--- src/rtl/imm_gen_pipe_if.sv ---
// Handshake bundle for imm_gen_pipe: instruction-side and immediate-side valid/ready channels.
// master drives instructions and consumes immediates; slave is the generator.
interface imm_gen_pipe_if #(
  parameter int XLEN = 32
);
  logic            in_valid;
  logic            in_ready;
  logic [31:0]     in_inst;
  logic [2:0]      in_fmt;
  logic            out_valid;
  logic            out_ready;
  logic [XLEN-1:0] out_imm;
  logic            out_fmt_err;

  modport master (
    output in_valid, in_inst, in_fmt, out_ready,
    input  in_ready, out_valid, out_imm, out_fmt_err
  );

  modport slave (
    input  in_valid, in_inst, in_fmt, out_ready,
    output in_ready, out_valid, out_imm, out_fmt_err
  );
endinterface

--- src/rtl/imm_gen_pipe.sv ---
// Pipelined RISC-V immediate generator (I/S/B/U/J) with a 2-entry skid buffer and error counter.
// Optional: define IMM_AUTO_DECODE_EN to derive the format from the opcode instead of in_fmt.
module imm_gen_pipe #(
  parameter int XLEN  = 32,
  parameter int CNT_W = 8
) (
  input  logic             clk,
  input  logic             rst_n,
  imm_gen_pipe_if.slave    bus,
  input  logic             flush,
  input  logic             err_clr,
  output logic [CNT_W-1:0] err_cnt
);

  typedef enum logic [2:0] {
    FMT_I   = 3'd0,
    FMT_S   = 3'd1,
    FMT_B   = 3'd2,
    FMT_U   = 3'd3,
    FMT_J   = 3'd4,
    FMT_ILL = 3'd7
  } fmt_e;

  typedef struct packed {
    logic [XLEN-1:0] imm;
    logic            err;
  } entry_t;

  fmt_e        fmt;
  logic [31:0] imm32;
  logic [31:0] inst;
  entry_t      dec;

  entry_t          out_q;
  entry_t          skid_q;
  logic            out_v;
  logic            skid_v;
  logic            rdy_q;
  logic [CNT_W-1:0] cnt_q;

  logic in_ready;
  logic accept;
  logic out_load;
  logic skid_full_next;

  assign inst = bus.in_inst;

  // NOTE: every always_comb output gets a default first so no path can infer a latch.
  always_comb begin
    fmt = FMT_ILL;
`ifdef IMM_AUTO_DECODE_EN
    case (inst[6:0])
      7'b0000011, 7'b0010011, 7'b1100111, 7'b1110011: fmt = FMT_I;
      7'b0100011:                                     fmt = FMT_S;
      7'b1100011:                                     fmt = FMT_B;
      7'b0110111, 7'b0010111:                         fmt = FMT_U;
      7'b1101111:                                     fmt = FMT_J;
      default:                                        fmt = FMT_ILL;
    endcase
`else
    case (bus.in_fmt)
      3'b000:  fmt = FMT_I;
      3'b001:  fmt = FMT_S;
      3'b010:  fmt = FMT_B;
      3'b011:  fmt = FMT_U;
      3'b100:  fmt = FMT_J;
      default: fmt = FMT_ILL;
    endcase
`endif
  end

  // Every format is first built as a 32-bit signed value, then widened once to XLEN.
  always_comb begin
    imm32 = '0;
    case (fmt)
      FMT_I:   imm32 = {{20{inst[31]}}, inst[31:20]};
      FMT_S:   imm32 = {{20{inst[31]}}, inst[31:25], inst[11:7]};
      FMT_B:   imm32 = {{19{inst[31]}}, inst[31], inst[7], inst[30:25], inst[11:8], 1'b0};
      FMT_U:   imm32 = {inst[31:12], 12'b0};
      FMT_J:   imm32 = {{11{inst[31]}}, inst[31], inst[19:12], inst[20], inst[30:21], 1'b0};
      default: imm32 = '0;
    endcase
  end

  always_comb begin
    dec.imm = XLEN'($signed(imm32));
    dec.err = (fmt == FMT_ILL);
  end

  // Flush masks in_ready combinationally so nothing is taken in the flush cycle.
  assign in_ready = rdy_q & ~flush;
  assign accept   = bus.in_valid & in_ready;
  assign out_load = ~out_v | bus.out_ready;

  // Skid holds an entry after the edge if it keeps its old one or catches a stalled accept.
  assign skid_full_next = ~out_load & (skid_v | accept);

  // NOTE: sequential state uses <= so every register samples pre-edge values of its peers.
  always_ff @(posedge clk or negedge rst_n) begin
    if (!rst_n) begin
      out_v  <= 1'b0;
      skid_v <= 1'b0;
      rdy_q  <= 1'b0;
      out_q  <= '0;
      skid_q <= '0;
    end else if (flush) begin
      out_v  <= 1'b0;
      skid_v <= 1'b0;
      rdy_q  <= 1'b1;
    end else begin
      rdy_q <= ~skid_full_next;
      if (out_load) begin
        if (skid_v) begin
          out_q  <= skid_q;
          out_v  <= 1'b1;
          skid_v <= 1'b0;
        end else if (accept) begin
          out_q <= dec;
          out_v <= 1'b1;
        end else begin
          out_v <= 1'b0;
        end
      end else if (accept) begin
        skid_q <= dec;
        skid_v <= 1'b1;
      end
    end
  end

  // Clear wins over increment; the count saturates instead of wrapping.
  always_ff @(posedge clk or negedge rst_n) begin
    if (!rst_n) begin
      cnt_q <= '0;
    end else if (err_clr) begin
      cnt_q <= '0;
    end else if (accept && dec.err && !(&cnt_q)) begin
      cnt_q <= cnt_q + 1'b1;
    end
  end

  assign bus.in_ready    = in_ready;
  assign bus.out_valid   = out_v;
  assign bus.out_imm     = out_q.imm;
  assign bus.out_fmt_err = out_q.err;
  assign err_cnt         = cnt_q;

endmodule

--- src/flat_wrapper.sv ---
// flat-port wrapper written by rule: the top's interface ports become plain ports
module imm_gen_pipe_flat 
#(
  parameter int XLEN  = 32,
  parameter int CNT_W = 8
)
  (clk, rst_n, flush, err_clr, err_cnt, bus_in_valid, bus_in_inst, bus_in_fmt, bus_out_ready, bus_in_ready, bus_out_valid, bus_out_imm, bus_out_fmt_err);
  imm_gen_pipe_if #(.XLEN(XLEN)) bus_i ();
  input  logic clk;
  input  logic rst_n;
  input  logic flush;
  input  logic err_clr;
  output logic [CNT_W-1:0] err_cnt;
  input wire logic [$bits(bus_i.in_valid)-1:0] bus_in_valid;
  input wire logic [$bits(bus_i.in_inst)-1:0] bus_in_inst;
  input wire logic [$bits(bus_i.in_fmt)-1:0] bus_in_fmt;
  input wire logic [$bits(bus_i.out_ready)-1:0] bus_out_ready;
  output wire logic [$bits(bus_i.in_ready)-1:0] bus_in_ready;
  output wire logic [$bits(bus_i.out_valid)-1:0] bus_out_valid;
  output wire logic [$bits(bus_i.out_imm)-1:0] bus_out_imm;
  output wire logic [$bits(bus_i.out_fmt_err)-1:0] bus_out_fmt_err;
  assign bus_i.in_valid = bus_in_valid;
  assign bus_i.in_inst = bus_in_inst;
  assign bus_i.in_fmt = bus_in_fmt;
  assign bus_i.out_ready = bus_out_ready;
  assign bus_in_ready = bus_i.in_ready;
  assign bus_out_valid = bus_i.out_valid;
  assign bus_out_imm = bus_i.out_imm;
  assign bus_out_fmt_err = bus_i.out_fmt_err;
  imm_gen_pipe #(.XLEN(XLEN), .CNT_W(CNT_W)) u_core (.clk(clk), .rst_n(rst_n), .bus(bus_i), .flush(flush), .err_clr(err_clr), .err_cnt(err_cnt));
endmodule
--- config.mk ---
export PLATFORM = sky130hd
export DESIGN_NAME = imm_gen_pipe_flat
export DESIGN_NICKNAME = d
export VERILOG_FILES = /design/src/rtl/imm_gen_pipe_if.sv /design/src/rtl/imm_gen_pipe.sv /design/src/flat_wrapper.sv
export SDC_FILE = /design/constraint.sdc
export NUM_CORES = 1
export LEC_CHECK = 0
export ABC_AREA = 0
export BUFFER_PORTS_ARGS = -buffer_cell sky130_fd_sc_hd__clkbuf_2
export CORE_MARGIN = 1.5
export CORE_UTILIZATION = 54
export CTS_CLUSTER_SIZE = 12
export DETAILED_ROUTE_END_ITERATION = 10
export PLACE_DENSITY_LB_ADDON = 0.25
export SETUP_SLACK_MARGIN = 0.15
export SYNTH_ARGS = -nofsm -noshare
export SYNTH_HDL_FRONTEND = slang
export SYNTH_SLANG_ARGS = --single-unit
--- constraint.sdc ---
create_clock -name clk -period 2.3 [get_ports clk]
set_input_delay 0.345 -clock clk [delete_from_list [all_inputs] [get_ports clk]]
set_output_delay 0.345 -clock clk [all_outputs]
set_load 0.005 [all_outputs]
; ---- After elaboration in Yosys (flattened, before gate mapping)
; Cells that the tools add are included.
; W data, S select, Z words.
[op_classes]
n_addsub = 1
n_bitwise = 9
mux = 14
n_reduce_logical = 12
n_eq_ne = 9
[op_table]
columns = cell, n
row1 = $pmux W32 S5, 1
row2 = $mux W33, 2
row3 = $mux W8, 2
row4 = $pmux W3 S5, 1
row5 = $eq A3 B2 Y1 const B, 4
row6 = $eq A3 B3 Y1 const B, 3
row7 = $add A8 B1 Y8 const B, 1
row8 = $mux W1, 8
row9 = $reduce_and A8 Y1, 1
row10 = $eq A3 B1 Y1 const B, 2
row11 = $logic_not A3 Y1, 2
row12 = $reduce_and A3 Y1, 2
row13 = $reduce_bool A2 Y1, 3
row14 = $not A1 Y1, 4
row15 = $and A1 B1 Y1, 3
row16 = $reduce_bool A3 Y1, 1
row17 = $logic_and A1 B1 Y1, 2
row18 = $or A1 B1 Y1, 2
row19 = $logic_not A1 Y1, 1
[word_totals]
input_bits = 41
wordCells = 53
register_bits = 77

; ---- Longest topological paths before layout
; Gate-level depths: netlist (run 1).
[logic_depth]
word_depth = 7
ltp_mapped = 7

; ---- Worst setup path before layout (run 1)
; OpenSTA, ideal clock, no wires.
[synth_path]
kind = register -> register
startpoint = register u_core.cnt_q[0] (netlist: u_core.err_cnt[0])
endpoint = register u_core.cnt_q[3] (netlist: u_core.err_cnt[3])
required_time_ns = 2.222
arrival_time_ns = 1.560
synth_period_minus_slack_ns = 1.638
setup_ns = 0.078
path_stages_with_launch = 6
slack_ns = 0.662
path_cell_list = dfrtp_1 -> ha_1 -> nand3_1 -> o211ai_2 -> or4b_1 -> a21oi_1
[synth_between]
elab_chain_cells = 4
elab_cells_between_ends = 7
[synth_rtl]
columns = element, line_no
row1 = from (decl), imm_gen_pipe.sv:39  ; logic [CNT_W-1:0] cnt_q;
row2 = from (signal assigned), imm_gen_pipe.sv:137  ; cnt_q <= cnt_q + 1'b1;
row3 = branches (longest 4 deep; another with $add A8 B1 Y8), n/a
; Parallel ways; which one is timed is not known. The select of a mux whose other input is x is not followed.
; A chain may end at the register's enable or synchronous reset.

; ---- Final worst setup path (run 1)
; Same ends and word-level chain as after synthesis.

==> results of run 1 <==
-- power by group --
group	switching [mW]	internal, mW
registers	0.107	1.58
clock network	0.496	0.607
logic	0.310	0.260
-- final timing paths --
check	to	slack, ns	start	cells past startpoint
setup reg to reg	u_core.err_cnt[3]	0.50	u_core.err_cnt[0]	5
min in group clk	u_core.bus.out_valid	0.23	flush	2
setup / recovery	u_core.err_cnt[3]	0.50	u_core.err_cnt[0]	5
hold reg to reg	u_core.skid_q[17]	0.48	u_core.skid_q[17]	2
hold / removal	u_core.err_cnt[3]	0.006	rst_n	2
max in group asynchronous	u_core.skid_q[23]	1.98	rst_n	2
-- kinds of logic (layout without fill, tap and decap cells) --
logic type	Yosys count	count (layout)	share of synthesized area (%)
buf+inv	43	116	4.633
flops	77	77	52.85
mux	10	10	2.745
xor+xnor	3	3	0.7208
fa+ha+maj	2	2	0.6177
simple gates	138	138	19.94
compound gates	95	95	18.50
-- per-stage QoR --
| stage | util, % | worst slack (ns) | instances |
|---|---|---|---|
| 6_report | 67.25 | 0.4980 | 518 |
| 5_1_grt | 67.25 | 0.3775 | 518 |
| 4_1_cts | 67.25 | 0.5075 | 518 |
| 3_5_place_dp | 63.96 | 0.2129 | 503 |
| 3_3_place_gp | 63.96 | 0.2596 | 503 |
| 2_1_floorplan | - | 0.6622 | 368 |
-- cell usage in the layout (no fill, tap or decap), types with 2 or more instances in the layout --
cell type	Yosys	final
dfrtp_1	77	77
clkbuf_2	1	75
nand2_1	64	64
nor2_1	20	20
a221oi_1	17	17
o21ai_0	15	15
a22oi_1	15	15
inv_1	13	13
buf_4	0	12
a21o_1	11	11
mux2i_1	10	10
a21oi_1	9	9
or4bb_1	9	9
nand3_1	9	9
clkbuf_8	0	9
nand4b_1	8	8
nand4_1	8	8
o21ai_1	6	6
o211ai_1	6	6
a22o_1	6	6
or3_1	3	3
nor2b_1	2	2
nand2b_1	2	2
nor3_1	2	2
or3b_2	2	2
o21a_1	2	2
and3b_1	2	2
o31ai_1	2	2
or4_1	2	2
xor2_1	2	2
a31oi_1	2	2
clkinv_2	0	2
bufinv_16	0	2
-- registers in the layout, summed over array words and instances, names as in the netlist --
register                cells
u_core.skid_v               1
u_core.err_cnt              8
u_core.bus.out_imm         32
u_core.skid_q              33
u_core.bus.out_fmt_err      1
u_core.bus.out_valid        1
u_core.rdy_q                1
-- area by class of cell --
| class | instances | area (µm²) | share of cell area (%) |
|---|---|---|---|
| clock buffer | 9 | 123.9 | 2.868 |
| clock inverter | 6 | 87.58 | 2.028 |
| inverter | 13 | 48.80 | 1.130 |
| multi-input combinational | 248 | 1550 | 35.89 |
| sequential | 77 | 1927 | 44.61 |
| tap | 77 | 96.34 | 2.231 |
| timing repair buffer | 88 | 485.5 | 11.24 |
-- worst max-delay path, delay by kind of cell (launching register included) --
kind / cells / cell delay, ns
compound gates: 2 / 0.36
simple gates: 2 / 0.68
flops: 1 / 0.43
fa+ha+maj: 1 / 0.26
-- layer usage --
metal / GRT usage [%] / up-vias / share of wire, %
li1: - / 1468 / -
met1: 35.33 / 1488 / 45
met2: 39.11 / 99 / 47
met3: 7.490 / 11 / 6.2
met4: 8.048 / 0 / 1.4
met5: 0 / - / 0
==> impl_metrics.ini, run 1 <==
[status]
status = complete, but fails checks
violations = design-rule violations

[timing]
fin_setup_tns_ns = 0
worst_slew_pin_slew_ns = 1.044
hold_violations = 0
clock.fmax_mhz = 554.9
slew_headroom_pct = 30.06
hold_ws_ns = 0.006268
rsz0062_at_grt = no
finalCritPeriodShare_pct = 78.35
min_period_ns = 1.802
setup_viol = 0
slew_violations = 0
fin_skew_ns = 0.007871

[synthesis]
yosysTopAreaCellShare_pct = 52.85
async_flop_share_pct = 100.0
syn_area_um2 = 3646
synth_seq_cells = 77
yosysMostFrequentCell = dfrtp_1
synth_top_area_cell = dfrtp_1
synthTopCellsByArea = dfrtp_1 (53%), nand2_1 (6.6%), a221oi_1 (4.1%)
synth_cell_type_count = 44
synthFlopType = dfrtp_1
yosysWarnings = 0
synth_edf_count = 0
syn_inst = 368
synth_nets = 410
syn_avg_cell_area_um2 = 9.908
synthTopCellsByCount = dfrtp_1 (77), nand2_1 (64), clkbuf_1 (21)
ys_seq_area_share_pct = 52.85

[power]
finalPower_mw = 3.356
vdd_ir_drop_max_v = 0.0004407
power.static_leakage_nw = 2.129
power.density_nw_per_um2 = 777.0

[cts]
numClockSinks = 77
ctsHtreeMaxLevel = 3
clk_latency_ns = 0.35
post_cts_resized = 0
cts_buffer_depth = 2
cts_setup_buffers = 0
cts_tree = yes
clk_pin_slew_ns = 0.07
root_buffer = clkbuf_8
ctsHoldBuffers = 0
cts_inserted_buffers = 9

[route]
drtPass1Iterations = 7
post_drt_wl_per_cell_um = 16.30
drt_wl_total_um = 8443
route.detailed.drc = 6
drt_iter0_drc = 220
via_per_inst = 5.919
ant_nets = 0
vias = 3066

[hold_path]
hold_path.class = primary input to asynchronous set/reset pin

[die]
die_h_um = 85.17
start_util_pct = 56.77
die-area_um2 = 7254
die_x_um = 85.17
core_um2 = 6422
fp-row-count = 29
ioPinCount = 84

[cells_and_area]
fin_area_um2 = 4319
layout-drive-gt1-share_pct = 24.26
area_delta_synth_final_pct = 18.46
nNetsFinal = 479
antenna_cells = 0
fillers = 534

[global_route]
grt_usage_pct = 25.52
grt_pass1_wl_um = 14380
grt_pass1_vias = 3021
grt_overflow = 0
antenna_found_initial = 0
grt_max_degree = 78

[critical_path]
crit_fanout = 10
critPathKind = flop to flop
critPathSlowestCell = or4b_1
arrival_ns = 2.08
cpPeakStageDelay_ns = 0.55
start_kind = flop
end_kind = flop
path_cells = ha_1 > nand3_1 > o211ai_2 > or4b_1 > a21oi_1
critical_path_required_ns = 2.58

[flow_run]
max_cap_viol_count = 0

[placed_design]
place_area_um2 = 4108
place.port_buffers = 76
dpl.hpwl_um = 5718
place.gp.congestion = 0.8204
(Power assumes the default switching activity.)
==> inputs of run 2 (changes only) <==
- ABC_AREA: 0 -> 1
- CORE_UTILIZATION: 54 -> 55
- clock period: 2.3 -> 1.8 ns (I/O delays scaled with it)
==> run 2 against run 1 <==
  * The run now ends clean
  * Cell count is 34% higher
  * Die area is 6.7% higher
  * Maximum frequency grew 29%
  * Critical endpoint is now u_core.bus.out_imm[10]
  * Largest cell class unchanged
  * Largest power group unchanged
==> impl_metrics.ini, run 2 <==
[cts]
cts_tree = yes
numClockSinks = 77
ctsHtreeMaxLevel = 3
root_buffer = clkbuf_8
cts_buffer_depth = 2
cts_inserted_buffers = 9
clk_latency_ns = 0.35
clk_pin_slew_ns = 0.08

[power]
pwr-share-seq_pct = 49.5
power.static_leakage_nw = 2.535
power.switching_mw = 1.336
p_sw_share_pct = 29.38
p_comb_share_pct = 19.1
finalPower_mw = 4.545
vdd_ir_drop_max_v = 0.0005957
power.internal_mw = 3.210
clockPowerShare_pct = 31.5
power.density_nw_per_um2 = 974.9

[timing]
hold_ws_ns = 0.1512
worst_slew_pin_slew_ns = 0.4622
min_period_ns = 1.402
rsz0062_at_grt = no
setup_viol = 0
hold_violations = 0
setup_slack_ns = 0.3981
fin_skew_ns = 0.009006
fin_setup_tns_ns = 0
finalCritPeriodShare_pct = 77.89
slew_headroom_pct = 69.19
slew_violations = 0
clock.fmax_mhz = 713.3

[synthesis]
ys_seq_area_share_pct = 48.50
synth_edf_count = 0
syn_area_um2 = 3973
synthFlopType = dfrtp_1
synth_cell_type_count = 27
synth_seq_cells = 77
syn_avg_cell_area_um2 = 7.625
synthTopCellsByCount = nand2_1 (147), nor2_1 (83), dfrtp_1 (77)
yosysTopAreaCellShare_pct = 48.50
syn_inst = 521
async_flop_share_pct = 100.0
yosysWarnings = 0
yosysMostFrequentCell = nand2_1
synth_top_area_cell = dfrtp_1
synth_nets = 563
synthTopCellsByArea = dfrtp_1 (49%), nand2_1 (14%), nor2_1 (7.8%)

[cells_and_area]
fin_cells = 692
area_delta_synth_final_pct = 17.35
final_cell_mix = nand2_1 (147), nor2_1 (83), dfrtp_1 (77)
largest-register = u_core.skid_q
nNetsFinal = 633
largest_reg_flops = 33
antenna_cells = 0
final_common_cell = nand2_1
layout-drive-gt1-share_pct = 19.63

[critical_path]
rr_startpoint = u_core.rdy_q
r2r_slack_ns = 0.40
crit_fanout = 19
arrival_ns = 1.67
start_kind = flop
critical_path_required_ns = 2.07
crit_path_start = u_core.rdy_q
r2r_end = u_core.bus.out_imm[10]
end_kind = flop
critPathKind = flop to flop
reg2reg_depth = 6

[die]
die_h_um = 87.99
die-area_um2 = 7741
ioPinCount = 84
start_util_pct = 57.52
core_um2 = 6907
fp-row-count = 30
die_x_um = 87.99

[global_route]
grt_pass1_wl_um = 16620
grt_overflow = 0
grt_usage_pct = 27.69
antenna_found_initial = 0
grt_max_degree = 54
grt_pass1_vias = 3593

[route]
vias = 3855
drtPass1Iterations = 5
drt_iter0_drc = 349
drt_wl_total_um = 9936
post_drt_wl_per_cell_um = 14.36
via_per_inst = 5.571
ant_nets = 0
route.detailed.drc = 0

[placed_design]
dpl.cell_count = 675
place.gp.congestion = 0.8727
dpl.hpwl_um = 6810
dp_slack_ns = 0.2299
place.port_buffers = 76

[hold_path]
hold_end = u_core.bus.out_valid
hold_depth = 2
hold_path.class = primary input to flop
holdCritStartpoint = flush

[status]
status = complete, no violations

[flow_run]
max_cap_viol_count = 0
==> run 2: cell count changes after synthesis, moves of 18 or more <==
| cell | previous run | this run |
|---|---|---|
| nand2_1 | 64 | 147 |
| inv_1 | 13 | 31 |
| nand4_1 | 8 | 29 |
| a21oi_1 | 9 | 28 |
| nand3_1 | 9 | 52 |
| nor2_1 | 20 | 83 |
==> run 2: through the flow <==
| stage | cell area (µm²) | utilization, % |
|---|---|---|
| final | 4662 | 67.50 |
| after global routing | 4662 | 67.50 |
| after CTS | 4657 | 67.43 |
| after detailed placement | 4432 | 64.17 |
| after global placement | 4432 | 64.17 |
| after floorplan | 3973 | - |
==> run 2: routing by layer <==
layer	routed length, µm	share of wire (%)	vias to the layer above	GRT usage, %
met5	0	0	-	0
met4	154	1.5	0	11.69
met3	636	6.4	16	4.713
met2	4888	49	147	44.14
met1	4257	43	1855	37.46
li1	-	-	1837	-
==> run 2: power by group through the flow <==
stage               Clock, mW  Sequential (mW)  Combinational [mW]
global route             1.52             2.29               0.995
detailed placement          0             2.27               0.868
global placement            0             2.26               0.837
CTS                      1.45             2.25               0.873
finish                   1.43             2.25               0.866
floorplan                   0             2.25               0.505
==> run 2: worst max path at each step <==
| stage | endpoint | slack, ns | cells past startpoint |
|---|---|---|---|
| 2_1_floorplan | u_core.err_cnt[7] | 0.52 | 7 |
| 3_3_place_gp | u_core.bus.out_imm[0] | 0.29 | 6 |
| 3_5_place_dp | u_core.bus.out_imm[0] | 0.23 | 6 |
| 4_1_cts | u_core.err_cnt[6] | 0.31 | 7 |
| 5_1_grt | u_core.err_cnt[6] | 0.23 | 7 |
| 6_report | u_core.bus.out_imm[10] | 0.40 | 6 |
==> run 2: cell type report <==
type | instances | area [µm²]
well taps | 96 | 120.1
flip-flops and latches | 77 | 1927
clock inverters | 6 | 87.58
multi-input cells | 379 | 1749
fillers | 651 | 2245
clock buffers | 10 | 127.6
inverters | 36 | 137.6
repair buffers | 88 | 513.0
==> run 2: repair_timing <==
item,CTS,global route
hold buffers,1,0
endpoints found under the hold margin,34,0
buffers inserted,0,0
gates resized for setup,0,1
endpoints found under the setup margin,0,3
==> run 2: critical path, cell delays in order, from the launching register on <==
cell and delay, ns:
dfrtp_1 0.36, nand3_2 0.14, nand2_1 0.11, nand2_1 0.12, inv_2 0.33, nor2_1 0.09
a21oi_1 0.16
==> run 2: cells by family (layout without fill, tap and decap cells) <==
logic type,count (synthesis),count (layout),share of synthesized area [%]
buffers and inverters,65,140,7.716
XOR/XNOR,2,2,0.4410
adder cells (fa/ha/maj),1,1,0.3149
AND/OR/NAND/NOR,323,323,35.62
AO/OA/AOI/OAI,53,53,7.401
flip-flops,77,77,48.50
